**config.mk**
```make
export PLATFORM = sky130hd
export DESIGN_NAME = byte_receiver_flat
export DESIGN_NICKNAME = d
export VERILOG_FILES = /design/src/rtl/byte_receiver_if.sv /design/src/rtl/byte_receiver.sv /design/src/flat_wrapper.sv
export SDC_FILE = /design/constraint.sdc
export NUM_CORES = 1
export LEC_CHECK = 0
export ABC_AREA = 1
export CAP_MARGIN = 40
export CORE_MARGIN = 2
export CORE_UTILIZATION = 40
export CTS_CLUSTER_DIAMETER = 30
export DETAILED_ROUTE_END_ITERATION = 8
export SLEW_MARGIN = 20
export SYNTH_ARGS = -nofsm -noshare
export SYNTH_HDL_FRONTEND = slang
export SYNTH_SLANG_ARGS = --single-unit
```
**constraint.sdc**
```tcl
create_clock -name clk -period 1.59 [get_ports clk]
set_input_delay 0.318 -clock clk [delete_from_list [all_inputs] [get_ports clk]]
set_output_delay 0.318 -clock clk [all_outputs]
set_load 0.1 [all_outputs]
```
**src/rtl/byte_receiver_if.sv**
```systemverilog
// Bus bundle between the I2C bus detectors, the byte receiver and the RX FIFO side.
interface byte_receiver_if #(
    parameter int LEN_W = 6
);
    logic             start_det;
    logic             stop_det;
    logic             sample_bit;
    logic             sda_in;
    logic [LEN_W-1:0] packet_length;
    logic [7:0]       rx_data;
    logic             rx_valid;
    logic             ack_out;
    logic [LEN_W:0]   byte_count;
    logic             full;
    logic             overflow;

    modport master (
        output start_det, stop_det, sample_bit, sda_in, packet_length,
        input  rx_data, rx_valid, ack_out, byte_count, full, overflow
    );

    modport slave (
        input  start_det, stop_det, sample_bit, sda_in, packet_length,
        output rx_data, rx_valid, ack_out, byte_count, full, overflow
    );
endinterface

```
**src/rtl/byte_receiver.sv**
```systemverilog
// I2C slave receive path: deserialises SDA MSB first, counts bytes against a
// latched packet length and requests ACK/NACK for each received byte.
module byte_receiver #(
    parameter int LEN_W = 6
) (
    input  logic            clk,
    input  logic            rst,
    byte_receiver_if.slave  bus
);
    typedef enum logic [1:0] {
        IDLE  = 2'd0,
        SHIFT = 2'd1,
        ACK   = 2'd2
    } state_t;

    localparam logic [LEN_W:0] CNT_ONE = {{LEN_W{1'b0}}, 1'b1};

    // A programmed length of zero stands for the full 2**LEN_W bytes.
    function automatic logic [LEN_W:0] decode_len(input logic [LEN_W-1:0] pl);
        logic [LEN_W:0] r;
        r = '0;
        if (pl == '0) r[LEN_W] = 1'b1;
        else          r[LEN_W-1:0] = pl;
        return r;
    endfunction

    state_t         state_q, state_d;
    logic [6:0]     shift_q, shift_d;
    logic [2:0]     bit_cnt_q, bit_cnt_d;
    logic [LEN_W:0] len_q, len_d;
    logic [LEN_W:0] byte_count_q, byte_count_d;
    logic [7:0]     rx_data_q, rx_data_d;
    logic           rx_valid_q, rx_valid_d;
    logic           ack_q, ack_d;
    logic           full_q, full_d;
    logic           overflow_q, overflow_d;

    always_ff @(posedge clk or posedge rst) begin
        if (rst) begin
            state_q      <= IDLE;
            shift_q      <= '0;
            bit_cnt_q    <= '0;
            len_q        <= '0;
            byte_count_q <= '0;
            rx_data_q    <= '0;
            rx_valid_q   <= 1'b0;
            ack_q        <= 1'b0;
            full_q       <= 1'b0;
            overflow_q   <= 1'b0;
        end else begin
            state_q      <= state_d;
            shift_q      <= shift_d;
            bit_cnt_q    <= bit_cnt_d;
            len_q        <= len_d;
            byte_count_q <= byte_count_d;
            rx_data_q    <= rx_data_d;
            rx_valid_q   <= rx_valid_d;
            ack_q        <= ack_d;
            full_q       <= full_d;
            overflow_q   <= overflow_d;
        end
    end

    always_comb begin
        state_d      = state_q;
        shift_d      = shift_q;
        bit_cnt_d    = bit_cnt_q;
        len_d        = len_q;
        byte_count_d = byte_count_q;
        rx_data_d    = rx_data_q;
        rx_valid_d   = 1'b0;
        ack_d        = ack_q;
        full_d       = full_q;
        overflow_d   = overflow_q;

        if (bus.start_det) begin
            len_d        = decode_len(bus.packet_length);
            bit_cnt_d    = '0;
            byte_count_d = '0;
            full_d       = 1'b0;
            overflow_d   = 1'b0;
            ack_d        = 1'b0;
            state_d      = SHIFT;
        end else if (bus.stop_det) begin
            // Any strobe in the same cycle is dropped and a partial byte is lost.
            bit_cnt_d = '0;
            ack_d     = 1'b0;
            state_d   = IDLE;
        end else if (bus.sample_bit) begin
            unique case (state_q)
                SHIFT: begin
                    shift_d = {shift_q[5:0], bus.sda_in};
                    if (bit_cnt_q == 3'd7) begin
                        bit_cnt_d = '0;
                        state_d   = ACK;
                        if (!full_q) begin
                            rx_data_d    = {shift_q, bus.sda_in};
                            rx_valid_d   = 1'b1;
                            byte_count_d = byte_count_q + CNT_ONE;
                            ack_d        = 1'b1;
                            full_d       = ((byte_count_q + CNT_ONE) == len_q);
                        end else begin
                            overflow_d = 1'b1;
                            ack_d      = 1'b0;
                        end
                    end else begin
                        bit_cnt_d = bit_cnt_q + 3'd1;
                    end
                end
                ACK: begin
                    ack_d   = 1'b0;
                    state_d = SHIFT;
                end
                default: ;
            endcase
        end
    end

    assign bus.rx_data    = rx_data_q;
    assign bus.rx_valid   = rx_valid_q;
    assign bus.ack_out    = ack_q;
    assign bus.byte_count = byte_count_q;
    assign bus.full       = full_q;
    assign bus.overflow   = overflow_q;
endmodule
```
**src/flat_wrapper.sv**
```systemverilog
// flat-port wrapper written by rule: the top's interface ports become plain ports
module byte_receiver_flat 
#(
    parameter int LEN_W = 6
)
  (clk, rst, bus_start_det, bus_stop_det, bus_sample_bit, bus_sda_in, bus_packet_length, bus_rx_data, bus_rx_valid, bus_ack_out, bus_byte_count, bus_full, bus_overflow);
  byte_receiver_if #(.LEN_W(LEN_W)) bus_i ();
  input  logic clk;
  input  logic rst;
  input wire logic [$bits(bus_i.start_det)-1:0] bus_start_det;
  input wire logic [$bits(bus_i.stop_det)-1:0] bus_stop_det;
  input wire logic [$bits(bus_i.sample_bit)-1:0] bus_sample_bit;
  input wire logic [$bits(bus_i.sda_in)-1:0] bus_sda_in;
  input wire logic [$bits(bus_i.packet_length)-1:0] bus_packet_length;
  output wire logic [$bits(bus_i.rx_data)-1:0] bus_rx_data;
  output wire logic [$bits(bus_i.rx_valid)-1:0] bus_rx_valid;
  output wire logic [$bits(bus_i.ack_out)-1:0] bus_ack_out;
  output wire logic [$bits(bus_i.byte_count)-1:0] bus_byte_count;
  output wire logic [$bits(bus_i.full)-1:0] bus_full;
  output wire logic [$bits(bus_i.overflow)-1:0] bus_overflow;
  assign bus_i.start_det = bus_start_det;
  assign bus_i.stop_det = bus_stop_det;
  assign bus_i.sample_bit = bus_sample_bit;
  assign bus_i.sda_in = bus_sda_in;
  assign bus_i.packet_length = bus_packet_length;
  assign bus_rx_data = bus_i.rx_data;
  assign bus_rx_valid = bus_i.rx_valid;
  assign bus_ack_out = bus_i.ack_out;
  assign bus_byte_count = bus_i.byte_count;
  assign bus_full = bus_i.full;
  assign bus_overflow = bus_i.overflow;
  byte_receiver #(.LEN_W(LEN_W)) u_core (.clk(clk), .rst(rst), .bus(bus_i));
endmodule
```
==> results.md <==
STA:
- The transition at the pin with the smallest max-transition slack is 337 ps.
- The post-route clock skew is 1.14 ps.
- The post-route setup TNS is 0 ps.
- In the finished design, the share of the clock period the worst path needs comes to 97.0%.
- The final number of hold-violating endpoints is 0.
- After layout, the worst setup slack is 47.8 ps.
- In this run the tightest slew margin relative to its limit is 77.5%.
- Setup violations remaining at the end of the flow were counted as 0.
- The max-slew violation total from the final report is 0.
- The timing-limited maximum frequency is 0.648 GHz.
- The clock period minus worst slack is 1540 ps.
- Setup repair after global routing could not meet its margin everywhere.

Power and ir drop:
- For this design the ratio of total power to cell area is 798 mW/mm2.
- The static leakage is 0.00130 uW.
- Across the VDD grid, the largest voltage drop is 0.506 mV.

Route:
- The average wire per standard cell is 11.6 um.
- The number of violations reported at the end of detailed-routing iteration 0 is 67.
- The routed layout has 1569 vias.
- After detailed routing, the number of remaining DRC violations is 0.
- For this run, the detailed router's first-pass iteration total came to 5.
- Wires add up to 3760 um.
- Dividing the detail-routed via count by the number of cells gives 4.86.
- The detail route stage leaves a number of antenna-violating nets equal to 0.

Synthesis:
- The complex-gate fraction of the synthesized area is 10.6%.
- Synthesis produced 220 cells.
- The synthesized flop and latch total is 38.
- By area, the combinational part of the netlist is dominated by simple AND/OR/NAND/NOR gates.
- The Yosys step of the flow raised 0 warnings.
- The cell area that synthesis handed to floorplanning was 0.00180 mm2.
- The proportion of netlist area held by the largest area contributor is 52.8%.
- After synthesis, the mean cell area works out to 8.19 um2.
- The synthesized netlist devotes 0% of its cell area to XOR and XNOR gates.
- Ranked by total cell area, the synthesized netlist is headed by sky130_fd_sc_hd__dfrtp_1 (53%), sky130_fd_sc_hd__nand2_1 (13%), sky130_fd_sc_hd__inv_1 (7.1%).
- Of all cell types, the one taking the most synthesized area is sky130_fd_sc_hd__dfrtp_1.
- The sequential fraction of the synthesis area is 52.8%.
- The number of different library cells in the post-synthesis netlist is 19.
- The synthesized-area fraction occupied by adder cells is 3.47%.
- Summing the areas of all and, or, nand and nor instances in the mapped netlist gives 23.9% of the synthesized area.
- The post-synth net total is 237.
- Measured against the total synthesized area, the mux share comes to 0%.

CTS:
- TritonCTS built the clock tree.
- Clock tree synthesis selected as its root buffer the cell sky130_fd_sc_hd__clkbuf_8.
- The clock edge transition at the registers on the reported setup and hold paths is 70 ps.
- The number of buffers on the longest clock path is 2.
- The total CTS buffers is 5.
- The clock latency at the later pin of the worst-skew pair is 280 ps.
- The number of H-tree branching levels is 2.
- The number of clock sinks is 38.
- The number of hold buffers added after CTS is 0.

Placed design:
- Timing analysis after detailed placement gives a worst setup slack of -195 ps.
- Once detailed placement completed, the half-perimeter wirelength came to 2820 um.
- The placer congestion estimate is 0.831.
- The count of input and output buffers is 30.

GRT:
- The pin count of the biggest net entering global routing is 39.
- The total overflow left after global routing is 0.
- The first global-routing pass estimated 6690 um of wire.
- The number of global-route vias before repair was 1559.
- The initial antenna violation count came to 0.
- For this run, the total global-route usage over all layers was measured as 16.6%.

Floorplan:
- The die covers 0.00506 mm2.
- The region available for standard cell placement spans 0.00435 mm2.
- The number of rows in the core area is 24.
- During I/O placement, the number of pins put on the boundary was 31.
- The horizontal die dimension is 71.1 um.
- The initial core utilization is 41.4%.
- From bottom edge to top edge, the die measures 71.1 um.

Run status:
- The flow ran to the end, and the final reports show no timing, DRC or antenna violations.

Setup path:
- STA classifies the critical path startpoint as a register.
- The worst register-to-register path begins at u_core.bit_cnt_q[0]$_DFFE_PP0P_.
- In this design, the stage delay of the slowest critical-path cell is 360 ps.
- For the worst setup path, the data required time is 1800 ps.
- The worst-path maximum fanout is 3.
- The category of the critical setup timing path is reg -> reg.
- The most repeated library cell on the critical path is sky130_fd_sc_hd__nand2_1.
- The largest individual stage delay along the critical path comes from the cell sky130_fd_sc_hd__dfrtp_1.
- The critical path goes through ha_1 -> ha_1 -> inv_1 -> buf_4 -> a21oi_1 -> nand2_1 -> nor2_1 -> nand2_1 -> nor2_1 -> nand2_1 -> a21oi_2.
- The endpoint class of the critical path is a register.
- Tracing the worst setup path back leads to its startpoint at u_core.bit_cnt_q[0]$_DFFE_PP0P_.
- The data arrival time of the critical path is 1760 ps.

Finish:
- The number of antenna diodes in the final layout is 0.
- The final net count is 287.
- The area growth from synthesis to layout is 47.1%.
- The filler cell count is 376.
- Cells with a size suffix above 1 make up 22.9% of the layout.

Flow run:
- The tool flagged a number of max-cap violations equal to 0.

Worst hold path:
- The path class of the tightest hold or removal check is in -> async.
==> registers in the layout, indices dropped and copies added (netlist names) <==
| register | count |
|---|---|
| u_core.state_q | 2 |
| u_core.bus.overflow | 1 |
| u_core.bus.rx_valid | 1 |
| u_core.len_q | 7 |
| u_core.bus.rx_data | 8 |
| u_core.bus.full | 1 |
| u_core.bus.ack_out | 1 |
| u_core.bit_cnt_q | 3 |
| u_core.bus.byte_count | 7 |
| u_core.shift_q | 7 |
==> Yosys cell counts, drive strengths merged <==
| cell type | count |
|---|---|
| a21oi | 4 |
| a31oi | 1 |
| buf | 4 |
| clkbuf | 1 |
| dfrtp | 38 |
| ha | 5 |
| inv | 34 |
| nand2 | 65 |
| nand3 | 21 |
| nand3b | 1 |
| nor2 | 12 |
| nor3 | 2 |
| o21ai | 28 |
| o22ai | 4 |
==> timing repair <==
action,in CTS,in global routing
setup endpoints to repair,1,12
pin swaps,0,1
endpoints found under the hold margin,0,0
buffers inserted,0,1
resized for setup,3,10
==> metal layers <==
metal	up-vias	wire length, um	GRT usage, %
met5	-	0	0
li1	804	-	-
met2	31	1790	26.2
met1	732	1780	22.6
met4	0	21	6.29
met3	2	169	3.56
==> power by group <==
group	switching, uW	internal [uW]
sequential	41.5	1050
combinational	151	109
clock	329	438
total	522	1590
==> area by class of cell <==
class	count	area, um2	share of cell area (%)
timing repair buffer	48	654	24.7
sequential	38	963	36.4
inverter	34	128	4.82
tap	52	65.1	2.46
clock buffer	8	110	4.15
multi-input combinational	143	729	27.5
==> kinds of logic after synthesis <==
kind of cell	count (synthesis)
buffers and inverters	39
AO/OA/AOI/OAI	37
AND/OR/NAND/NOR	101
flip-flops	38
adder cells (fa/ha/maj)	5
==> worst paths after layout <==
check | endpoint | slack [ps] | depth (start not counted)
min in group clk | u_core.shift_q[5]$_DFFE_PP0P_ | 490 | 2
max | u_core.bus.full$_DFFE_PP0P_ | 50 | 11
max in group asynchronous | u_core.bus.byte_count[1]$_DFFE_PP0P_ | 1000 | 3
max reg2reg | u_core.bus.full$_DFFE_PP0P_ | 50 | 11
min reg2reg | u_core.shift_q[5]$_DFFE_PP0P_ | 490 | 2
min | u_core.bit_cnt_q[2]$_DFFE_PP0P_ | 380 | 3
==> critical path, delay by kind of cell (launching register included) <==
| family | cells | cell delay [ps] |
|---|---|---|
| AND/OR/NAND/NOR | 5 | 370 |
| flip-flops | 1 | 360 |
| adder cells (fa/ha/maj) | 2 | 310 |
| AO/OA/AOI/OAI | 2 | 230 |
| buffers and inverters | 2 | 190 |
==> per-stage QoR <==
stage | instances | hold slack (ps) | util [%] | power [uW] | instance area [um2]
global route | 323 | 415 | 60.9 | 2230 | 2650
global placement | 314 | 461 | 57.0 | 1350 | 2480
finish | 323 | 376 | 60.9 | 2120 | 2650
detailed placement | 314 | 475 | 57.0 | 1360 | 2480
floorplan | 220 | 428 | - | 1250 | 1810
CTS | 322 | 381 | 59.7 | 2130 | 2600
==> layout by cell type (no fill, tap or decap), types with 2 or more instances in the layout <==
cell	instances
sky130_fd_sc_hd__nand2_1	62
sky130_fd_sc_hd__inv_1	33
sky130_fd_sc_hd__dfrtp_1	32
sky130_fd_sc_hd__o21ai_0	25
sky130_fd_sc_hd__buf_12	21
sky130_fd_sc_hd__nand3_1	20
sky130_fd_sc_hd__buf_4	15
sky130_fd_sc_hd__clkdlybuf4s50_1	11
sky130_fd_sc_hd__nor2_1	10
sky130_fd_sc_hd__clkbuf_8	8
sky130_fd_sc_hd__o22ai_1	4
sky130_fd_sc_hd__ha_1	4
sky130_fd_sc_hd__dfrtp_2	4
sky130_fd_sc_hd__o21ai_1	3
sky130_fd_sc_hd__a21oi_1	2
sky130_fd_sc_hd__a21oi_2	2
sky130_fd_sc_hd__nand2_4	2
sky130_fd_sc_hd__dfrtp_4	2
(Power assumes the default switching activity.)
